### src/rtl/digital_calculator_if.sv
// Operand/opcode/result bundle for digital_calculator.
//   a, b        : 8-bit unsigned operands (master -> slave)
//   op          : 3-bit operation select   (master -> slave)
//   result      : 16-bit registered result (slave -> master)
//   add_result, sub_result, mul_result, div_result :
//                 one-hot indicators of the latched operation (slave -> master)
interface digital_calculator_if;
    logic [7:0]  a;
    logic [7:0]  b;
    logic [2:0]  op;
    logic [15:0] result;
    logic        add_result;
    logic        sub_result;
    logic        mul_result;
    logic        div_result;

    modport master (
        output a, b, op,
        input  result, add_result, sub_result, mul_result, div_result
    );

    modport slave (
        input  a, b, op,
        output result, add_result, sub_result, mul_result, div_result
    );
endinterface

### src/rtl/digital_calculator.sv
// 8-bit unsigned four-function calculator with a single registered 16-bit
// result and one-hot operation flags. Inputs are sampled every rising edge and
// the outputs reflect them one cycle later; no other state is kept.
//   clk : clock, rising edge
//   rst : asynchronous active-high reset, clears result and flags
//   bus : slave side of digital_calculator_if (a, b, op in; result and flags out)
// Opcodes: 000 ADD, 001 SUB, 010 MUL, 011 DIV, 1xx reserved (result 0, no flag).
module digital_calculator (
    input logic                  clk,
    input logic                  rst,
    digital_calculator_if.slave  bus
);
    typedef enum logic [1:0] {
        OP_ADD = 2'b00,
        OP_SUB = 2'b01,
        OP_MUL = 2'b10,
        OP_DIV = 2'b11
    } op_sel_t;

    op_sel_t     sel;
    logic [15:0] next_result;
    logic [3:0]  next_flags;   // {add, sub, mul, div}
    logic [8:0]  rem;
    logic [7:0]  quo;

    // 8-stage unrolled restoring divider; rem carries one extra bit so the
    // shifted partial remainder can be compared against b without overflow.
    always_comb begin
        rem = '0;
        quo = '0;
        for (int unsigned i = 0; i < 8; i++) begin
            rem = {rem[7:0], bus.a[7 - i]};
            if (rem >= {1'b0, bus.b}) begin
                rem        = rem - {1'b0, bus.b};
                quo[7 - i] = 1'b1;
            end
        end
    end

    always_comb begin
        sel         = op_sel_t'(bus.op[1:0]);
        next_result = '0;
        next_flags  = '0;
        if (!bus.op[2]) begin
            unique case (sel)
                OP_ADD: begin
                    next_result = {7'b0, {1'b0, bus.a} + {1'b0, bus.b}};
                    next_flags  = 4'b1000;
                end
                OP_SUB: begin
                    next_result = {8'b0, bus.a} - {8'b0, bus.b};
                    next_flags  = 4'b0100;
                end
                OP_MUL: begin
                    next_result = {8'b0, bus.a} * {8'b0, bus.b};
                    next_flags  = 4'b0010;
                end
                OP_DIV: begin
                    next_result = (bus.b == 8'd0) ? '1 : {rem[7:0], quo};
                    next_flags  = 4'b0001;
                end
                default: begin
                    next_result = '0;
                    next_flags  = '0;
                end
            endcase
        end
    end

    always_ff @(posedge clk or posedge rst) begin
        if (rst) begin
            bus.result     <= '0;
            bus.add_result <= 1'b0;
            bus.sub_result <= 1'b0;
            bus.mul_result <= 1'b0;
            bus.div_result <= 1'b0;
        end else begin
            bus.result     <= next_result;
            bus.add_result <= next_flags[3];
            bus.sub_result <= next_flags[2];
            bus.mul_result <= next_flags[1];
            bus.div_result <= next_flags[0];
        end
    end
endmodule

### src/flat_wrapper.sv
// flat-port wrapper written by rule: the top's interface ports become plain ports
module digital_calculator_flat 
  (clk, rst, bus_a, bus_b, bus_op, bus_result, bus_add_result, bus_sub_result, bus_mul_result, bus_div_result);
  digital_calculator_if bus_i ();
  input logic clk;
  input logic rst;
  input wire logic [$bits(bus_i.a)-1:0] bus_a;
  input wire logic [$bits(bus_i.b)-1:0] bus_b;
  input wire logic [$bits(bus_i.op)-1:0] bus_op;
  output wire logic [$bits(bus_i.result)-1:0] bus_result;
  output wire logic [$bits(bus_i.add_result)-1:0] bus_add_result;
  output wire logic [$bits(bus_i.sub_result)-1:0] bus_sub_result;
  output wire logic [$bits(bus_i.mul_result)-1:0] bus_mul_result;
  output wire logic [$bits(bus_i.div_result)-1:0] bus_div_result;
  assign bus_i.a = bus_a;
  assign bus_i.b = bus_b;
  assign bus_i.op = bus_op;
  assign bus_result = bus_i.result;
  assign bus_add_result = bus_i.add_result;
  assign bus_sub_result = bus_i.sub_result;
  assign bus_mul_result = bus_i.mul_result;
  assign bus_div_result = bus_i.div_result;
  digital_calculator u_core (.clk(clk), .rst(rst), .bus(bus_i));
endmodule
### config.mk
export PLATFORM = sky130hd
export DESIGN_NAME = digital_calculator_flat
export DESIGN_NICKNAME = d
export VERILOG_FILES = /design/src/rtl/digital_calculator_if.sv /design/src/rtl/digital_calculator.sv /design/src/flat_wrapper.sv
export SDC_FILE = /design/constraint.sdc
export NUM_CORES = 1
export LEC_CHECK = 0
export CORE_MARGIN = 2
export CORE_UTILIZATION = 46
export DETAILED_ROUTE_END_ITERATION = 7
export MAX_ROUTING_LAYER = met4
export PLACE_DENSITY = 0.74
export SYNTH_ARGS = -nofsm -noshare
export SYNTH_HDL_FRONTEND = slang
export SYNTH_SLANG_ARGS = --single-unit
### constraint.sdc
create_clock -name clk -period 0.8 [get_ports clk]
set_clock_uncertainty 0.05 [all_clocks]
set_input_delay 0.12 -clock clk [delete_from_list [all_inputs] [get_ports clk]]
set_output_delay 0.12 -clock clk [all_outputs]
set_load 0.03 [all_outputs]
After elaboration in Yosys (flattened, before gate mapping)
Index checks and enable logic that the tools add are counted.

Reductions and logical operators: 2. $mul: 1. Equality and inequality tests: 3. Magnitude comparators: 8. Mux-type cells: 21. Add/sub/neg operators: 10.

Operator list (count): 8-bit two-way mux (8); 16-bit one-hot mux with 4 select lines (1); 9-bit by 8-bit >= comparator with 1-bit output (7); 8-bit subtractor (7); 16-bit two-way mux (2); 8-bit by 8-bit multiplier with 16-bit output (1); 4-bit one-hot mux with 4 select lines (1); 8-bit by 8-bit adder with 9-bit output (1); 8-bit by 8-bit subtractor with 9-bit output (1); 1-bit by 8-bit >= comparator with 1-bit output (1); 8-bit logical NOT (1); 1-bit two-way mux (8); 1-bit by 8-bit subtractor with 8-bit output (1); 2-bit equality test, second input constant (2); 4-bit two-way mux (1); 2-bit by 1-bit equality test with 1-bit output, second input constant (1); 2-bit logical NOT (1).

Word-level logic and storage cells: 50. Output and inout bits: 20. Input port bits: 21. Bits in registers: 20.

Longest topological paths before layout
Depth after elaboration: 19. Mapped depth: 92. Gate-level depth less buffers: 85.

Worst setup path after synthesis
No wires, ideal clock.

Kind: input -> register. Start point: input port bus_b[1]. End point: register u_core.bus.result[8]. Stages on the path: 87. Setup slack: -15385 ps. Library setup time: 111 ps. Arrival: 16024 ps. Required time: 639 ps. Path buffers: 7. Cell sequence: clkinv_1 ha_1 o211ai_1 nor2_1 a21oi_1 inv_1 ha_1 nor2b_1 o31a_1 o41a_1 or2_1 buf_4 o21ai_0 inv_1 ha_1 nor2b_1 o21ai_0 nand3_1 (+51 left out) a21oi_1 o21ai_4 buf_4 buf_2 o21a_1 ha_1 a21oi_1 o21bai_1 a21o_1 a21o_1 a211o_1 a21o_1 a21o_1 nor2_1 inv_1 mux2_4 mux2i_1 a2111oi_2.

Longest elaborated chain between the ends: 19. Elaborated cells between the ends (all ways): 30. Those cells by class: add/sub: 9; mul: 1; order compare: 8; mux: 11; reduce/logical: 1.

Ends and longest elaborated chain: start: declaration (line flat_wrapper.sv:8) `input wire logic [$bits(bus_i.b)-1:0] bus_b;`; 1-bit by 8-bit subtractor with 8-bit output or 1-bit by 8-bit >= comparator with 1-bit output (tied branches) (line digital_calculator.sv:34, digital_calculator.sv:33); 8-bit two-way mux (line digital_calculator.sv:33) `if (rem >= {1'b0, bus.b}) begin`; 8-bit subtractor or 9-bit by 8-bit >= comparator with 1-bit output (tied branches) (line digital_calculator.sv:34, digital_calculator.sv:33); 8-bit two-way mux (line digital_calculator.sv:33); 8-bit subtractor or 9-bit by 8-bit >= comparator with 1-bit output (tied branches) (line digital_calculator.sv:34, digital_calculator.sv:33); 8-bit two-way mux (line digital_calculator.sv:33); 8-bit subtractor or 9-bit by 8-bit >= comparator with 1-bit output (tied branches) (line digital_calculator.sv:34, digital_calculator.sv:33); 8-bit two-way mux (line digital_calculator.sv:33); (+4 left out); 8-bit subtractor or 9-bit by 8-bit >= comparator with 1-bit output (tied branches) (line digital_calculator.sv:34, digital_calculator.sv:33); 8-bit two-way mux (line digital_calculator.sv:33); 9-bit by 8-bit >= comparator with 1-bit output (line digital_calculator.sv:33); 8-bit two-way mux (line digital_calculator.sv:33); 16-bit two-way mux (line digital_calculator.sv:59) `next_result = (bus.b == 8'd0) ? '1 : {rem[7:0], quo};`; 16-bit one-hot mux with 4 select lines * (line digital_calculator.sv:45) `unique case (sel)`; 16-bit two-way mux * (line digital_calculator.sv:44) `if (!bus.op[2]) begin`; via u_core.next_result[8] (line digital_calculator.sv:21) `logic [15:0] next_result;`; end signal: assignment (line digital_calculator.sv:78) `bus.result <= next_result;`; end: declaration (line digital_calculator_if.sv:24) `output result, add_result, sub_result, mul_result, div_result`.

Mark *: on every way through the listed nets, which the timed path passes. The rest lies on a longest branch.

Final worst setup path
Start point: input port bus_a[7]. End point: register u_core.bus.result[10].

Longest elaborated chain between the ends: 19. Elaborated cells between the ends (all ways): 29. Those cells by class: add/sub: 9; mul: 1; order compare: 8; mux: 11.

Ends and longest elaborated chain: start: declaration (line flat_wrapper.sv:7) `input wire logic [$bits(bus_i.a)-1:0] bus_a;`; 1-bit by 8-bit subtractor with 8-bit output or 1-bit by 8-bit >= comparator with 1-bit output (tied branches) (line digital_calculator.sv:34, digital_calculator.sv:33); 8-bit two-way mux (line digital_calculator.sv:33); 8-bit subtractor or 9-bit by 8-bit >= comparator with 1-bit output (tied branches) (line digital_calculator.sv:34, digital_calculator.sv:33); 8-bit two-way mux (line digital_calculator.sv:33); 8-bit subtractor or 9-bit by 8-bit >= comparator with 1-bit output (tied branches) (line digital_calculator.sv:34, digital_calculator.sv:33); 8-bit two-way mux (line digital_calculator.sv:33); 8-bit subtractor or 9-bit by 8-bit >= comparator with 1-bit output (tied branches) (line digital_calculator.sv:34, digital_calculator.sv:33); 8-bit two-way mux (line digital_calculator.sv:33); (+4 left out); 8-bit subtractor or 9-bit by 8-bit >= comparator with 1-bit output (tied branches) (line digital_calculator.sv:34, digital_calculator.sv:33); 8-bit two-way mux (line digital_calculator.sv:33); 9-bit by 8-bit >= comparator with 1-bit output or 8-bit subtractor (tied branches) (line digital_calculator.sv:33, digital_calculator.sv:34); 8-bit two-way mux (line digital_calculator.sv:33); 16-bit two-way mux (line digital_calculator.sv:59); 16-bit one-hot mux with 4 select lines * (line digital_calculator.sv:45); 16-bit two-way mux * (line digital_calculator.sv:44); via u_core.next_result[10] (line digital_calculator.sv:21).

Marked as above.

==> summary.md <==
| Metric | Value |
|---|---|
| Result of the run | finished, violations left |
| Violated checks | setup timing |
| Die outline height | 126 um |
| Residual DRC | 0 |
| Routed len/inst | 23.2 um |
| Setup Viol. Count Final | 36 |
| First-pass GRT wire length | 44500 um |
| Flip-flop and latch count after synthesis | 20 |
| Count of clock tree sinks | 20 |
| Peak fanout along the critical path | 8 |
| Synthesized area per cell | 7.93 um^2 |
| Routability congestion estimate | 0.970 |
| Worst slew pin tran | 0.626 ns |
| Adder and majority gate portion of the synthesized area | 34.5% |
| Sequential area share after synthesis | 7.33% |
| Number of nets in the synthesized netlist | 1043 |
| Final cell count without fillers | 1467 |
| Timing startpoint of the critical path | bus_a[7] |
| Arrival time at the worst endpoint | 14.57 ns |
| Number of placement rows | 44 |
| Die area | 15800 um^2 |
| Hold-fix buffers at CTS | 0 |
| Leakage power | 0.00592 uW |
| Main area contributors after synthesis | ha_1 21%, fa_1 13%, dfrtp_1 7.3%, inv_1 6.0%, xnor2_1 4.9% |
| Final worst-path cycle share | 1810% |
| Total power per unit cell area | 3200 nW/um^2 |
| Fraction of the mapped netlist area in compound gates | 23.2% |
| Unrepaired setup endpoints after global routing | yes |
| Maximum count of clock buffers along a single path | 2 |
| Library cell with the largest summed area after synthesis | ha_1 |
| # H-tree levels | 1 |
| Number of distinct library cell variants in the gate-level netlist after synthesis | 76 |
| Overall fraction of global-route tracks in use | 35.8% |
| Crit-path max cell delay | 0.49 ns |
| Number of buffers created by CTS | 3 |
| Netlist area before placement | 6830 um^2 |
| Placed Instances | 1372 |
| Simple-Gate Fraction of Synth Area | 16.8% |
| Horizontal die dimension | 126 um |
| Total power consumption of the routed design | 37200 uW |
| Tightest Hold Check Type | in2async |
| Clock input transition at the sequential cells of the worst setup and hold paths | 0.05 ns |
| Post-Synth XOR/XNOR Area | 7.06% |
| Worst setup path endpoint | u_core.bus.result[10] |
| Share of flip-flops with an asynchronous set or reset | 100% |
| Critical path's most frequent cell | a21o_1 |
| Largest net degree at the start of global routing | 21 |
| Worst slew margin | 58.0% |
| Global route total overflow | 0 |
| Type of the setup path with the least slack | in2reg |
| Via count | 9236 |
| Top-level port count | 41 |
| Via density | 6.30 |
| Portion of synthesized cell area occupied by the leading cell type | 21.3% |
| Endpoint class of the critical path | flop |
| Max-cap check violation count | 0 |
| Number of antenna violations at the first check in global routing | 0 |
| Utilization after layout | 80.0% |
| Synthesis warning total | 0 |
| Upper clock frequency limit | 68.9 MHz |
| Required time of the worst setup path | 0.85 ns |
| Initial DRC count | 1188 |
| EDFF count, synth | 0 |
| Main combinational cell family by area after synthesis | adder cells |
| Placed wire-length estimate after detailed placement | 19200 um |
| Final Hold Viols | 0 |
| Pins Over Slew Limit | 0 |
| Vias in the first global route | 9025 |
| Shortest clock period the worst path allows after layout | 14.52 ns |
| Final antenna-violating net count | 0 |
| Clock tree from TritonCTS | done |
| Number of iterations in the first detailed-routing pass | 8 |
| Number of antenna cells inserted | 0 |
| IR Drop Worst-Case VDD | 3220 uV |
| Post-Syn Instances | 861 |
| Input/output buffers | 40 |
| Root buffer cell | clkbuf_16 |
| Initial cell density of the core | 47.0% |
| Proportion of layout cells with a drive suffix above 1 | 47.9% |
| Final setup margin | -13.72 ns |
| Net count reported at finish | 1467 |
| Element type at the critical path start | primary input |
| Core Box Area | 14500 um^2 |
| CP max stage cell | o41a_1 |
| Fraction of synthesized area in multiplexers | 3.54% |
| Total length of routed wires | 34000 um |
| Signed area change from the synthesized netlist to the final layout | 70.3% |
| Most used flip-flop cell after synthesis | dfrtp_1 |
worst max-delay path, delay by kind of cell:
family	cells	cell delay, ns
and+or+nand+nor	19	2.92
muxes	4	1.24
adders and majority gates	8	1.97
buffers and inverters	12	1.38
AOI/OAI and AO/OA	40	6.89
per-stage QoR:
step / hold slack, ns / setup slack (ns) / setup TNS [ns] / cell area (um^2)
after floorplan: 0.0338 / -13.43 / -159.94 / 7130
after global placement: 0.405 / -13.35 / -166.40 / 9870
after detailed placement: 0.407 / -13.75 / -170.99 / 9870
after CTS: 0.151 / -12.82 / -156.41 / 11000
after global routing: 0.172 / -14.10 / -173.90 / 11600
final: 0.150 / -13.72 / -169.07 / 11600
placed cells by master (no fill, tap or decap), types with 7 or more instances in the layout:
cell      synthesis  routed
o21ai_0          49      33
nor2b_1          20      13
a21oi_1          56      43
o21bai_1         16      14
a21oi_2           1      11
fa_1             45      42
buf_4             2     364
nand4_1           7       7
buf_12            0       8
nor2_2            0       7
inv_1           110      96
nand3_1          13      12
xnor2_1          38      36
dfrtp_1          20      20
o21ai_2           2      14
nor3_1           15      12
ha_1            116      90
ha_4              0      22
mux2_2           12       7
buf_6             2      46
nand2b_1          9       9
nor2_4            0      11
nor2_1           78      60
nand2_2           3      14
o21a_1           12      12
xor2_1           17      16
nand2_1          69      57
a21o_1           25      25
inv_2             1       9
power breakdown:
part	total [uW]	internal [uW]	switching [uW]
Clock	977	657	320
Combinational	34900	18000	16900
Sequential	1310	1220	93.6
Total	37200	19900	17300
cell type report:
cell class	instances	area, um^2
flip-flops and latches	20	500
repair buffers	437	3590
clock buffers	3	75.1
fillers	765	2910
well taps	184	230
inverters	112	459
multi-input cells	711	6780
synth_stat cells, types with 5 or more instances:
| library cell | number |
|---|---|
| dfrtp_1 | 20 |
| o21a_1 | 12 |
| nor2_1 | 78 |
| ha_1 | 116 |
| clkbuf_1 | 10 |
| inv_1 | 110 |
| mux2_2 | 12 |
| a21o_1 | 25 |
| fa_1 | 45 |
| xnor2_1 | 38 |
| xor2_1 | 17 |
| nor3_1 | 15 |
| nand3_1 | 13 |
| a31oi_1 | 5 |
| nand2_1 | 69 |
| nand4_1 | 7 |
| o21ai_0 | 49 |
| o21bai_1 | 16 |
| a211oi_1 | 9 |
| mux2i_1 | 8 |
| o22ai_1 | 5 |
| nor2b_1 | 20 |
| nand2b_1 | 9 |
| a21oi_1 | 56 |
| and3_1 | 5 |
sequential cells by signal, summed over array words and instances, names as in the netlist:
signal	count
u_core.bus.result	16
u_core.bus.add_result	1
u_core.bus.div_result	1
u_core.bus.mul_result	1
u_core.bus.sub_result	1
logic make-up after synthesis:
family,after synthesis
flip-flops,20
multiplexers,22
adder cells (fa/ha/maj),161
buffers and inverters,130
XOR/XNOR,55
AND/OR/NAND/NOR,240
AO/OA/AOI/OAI,233
routing by layer:
layer  up-vias  share of wire [%]  track usage (%)
li1       3838                  -                -
met1      4246                 34             39.3
met2       779                 45             59.7
met3       373                 11             5.99
met4         0                 10             24.2
met5         -                  0                -
worst min path at each step:
stage | endpoint | slack, ns | cells past startpoint
floorplan | u_core.bus.add_result | 0.03 | 1
global placement | u_core.bus.result[12] | 0.41 | 3
detailed placement | u_core.bus.result[12] | 0.41 | 3
CTS | u_core.bus.result[12] | 0.15 | 3
global route | u_core.bus.add_result | 0.17 | 3
finish | u_core.bus.mul_result | 0.15 | 3
repair_timing:
action	in CTS	in global routing
buffers inserted	65	29
setup endpoints to repair	40	39
resized for setup	167	97
cloned	1	1
pin swaps	82	82
No activity file was read; power rests on OpenSTA's default activity.
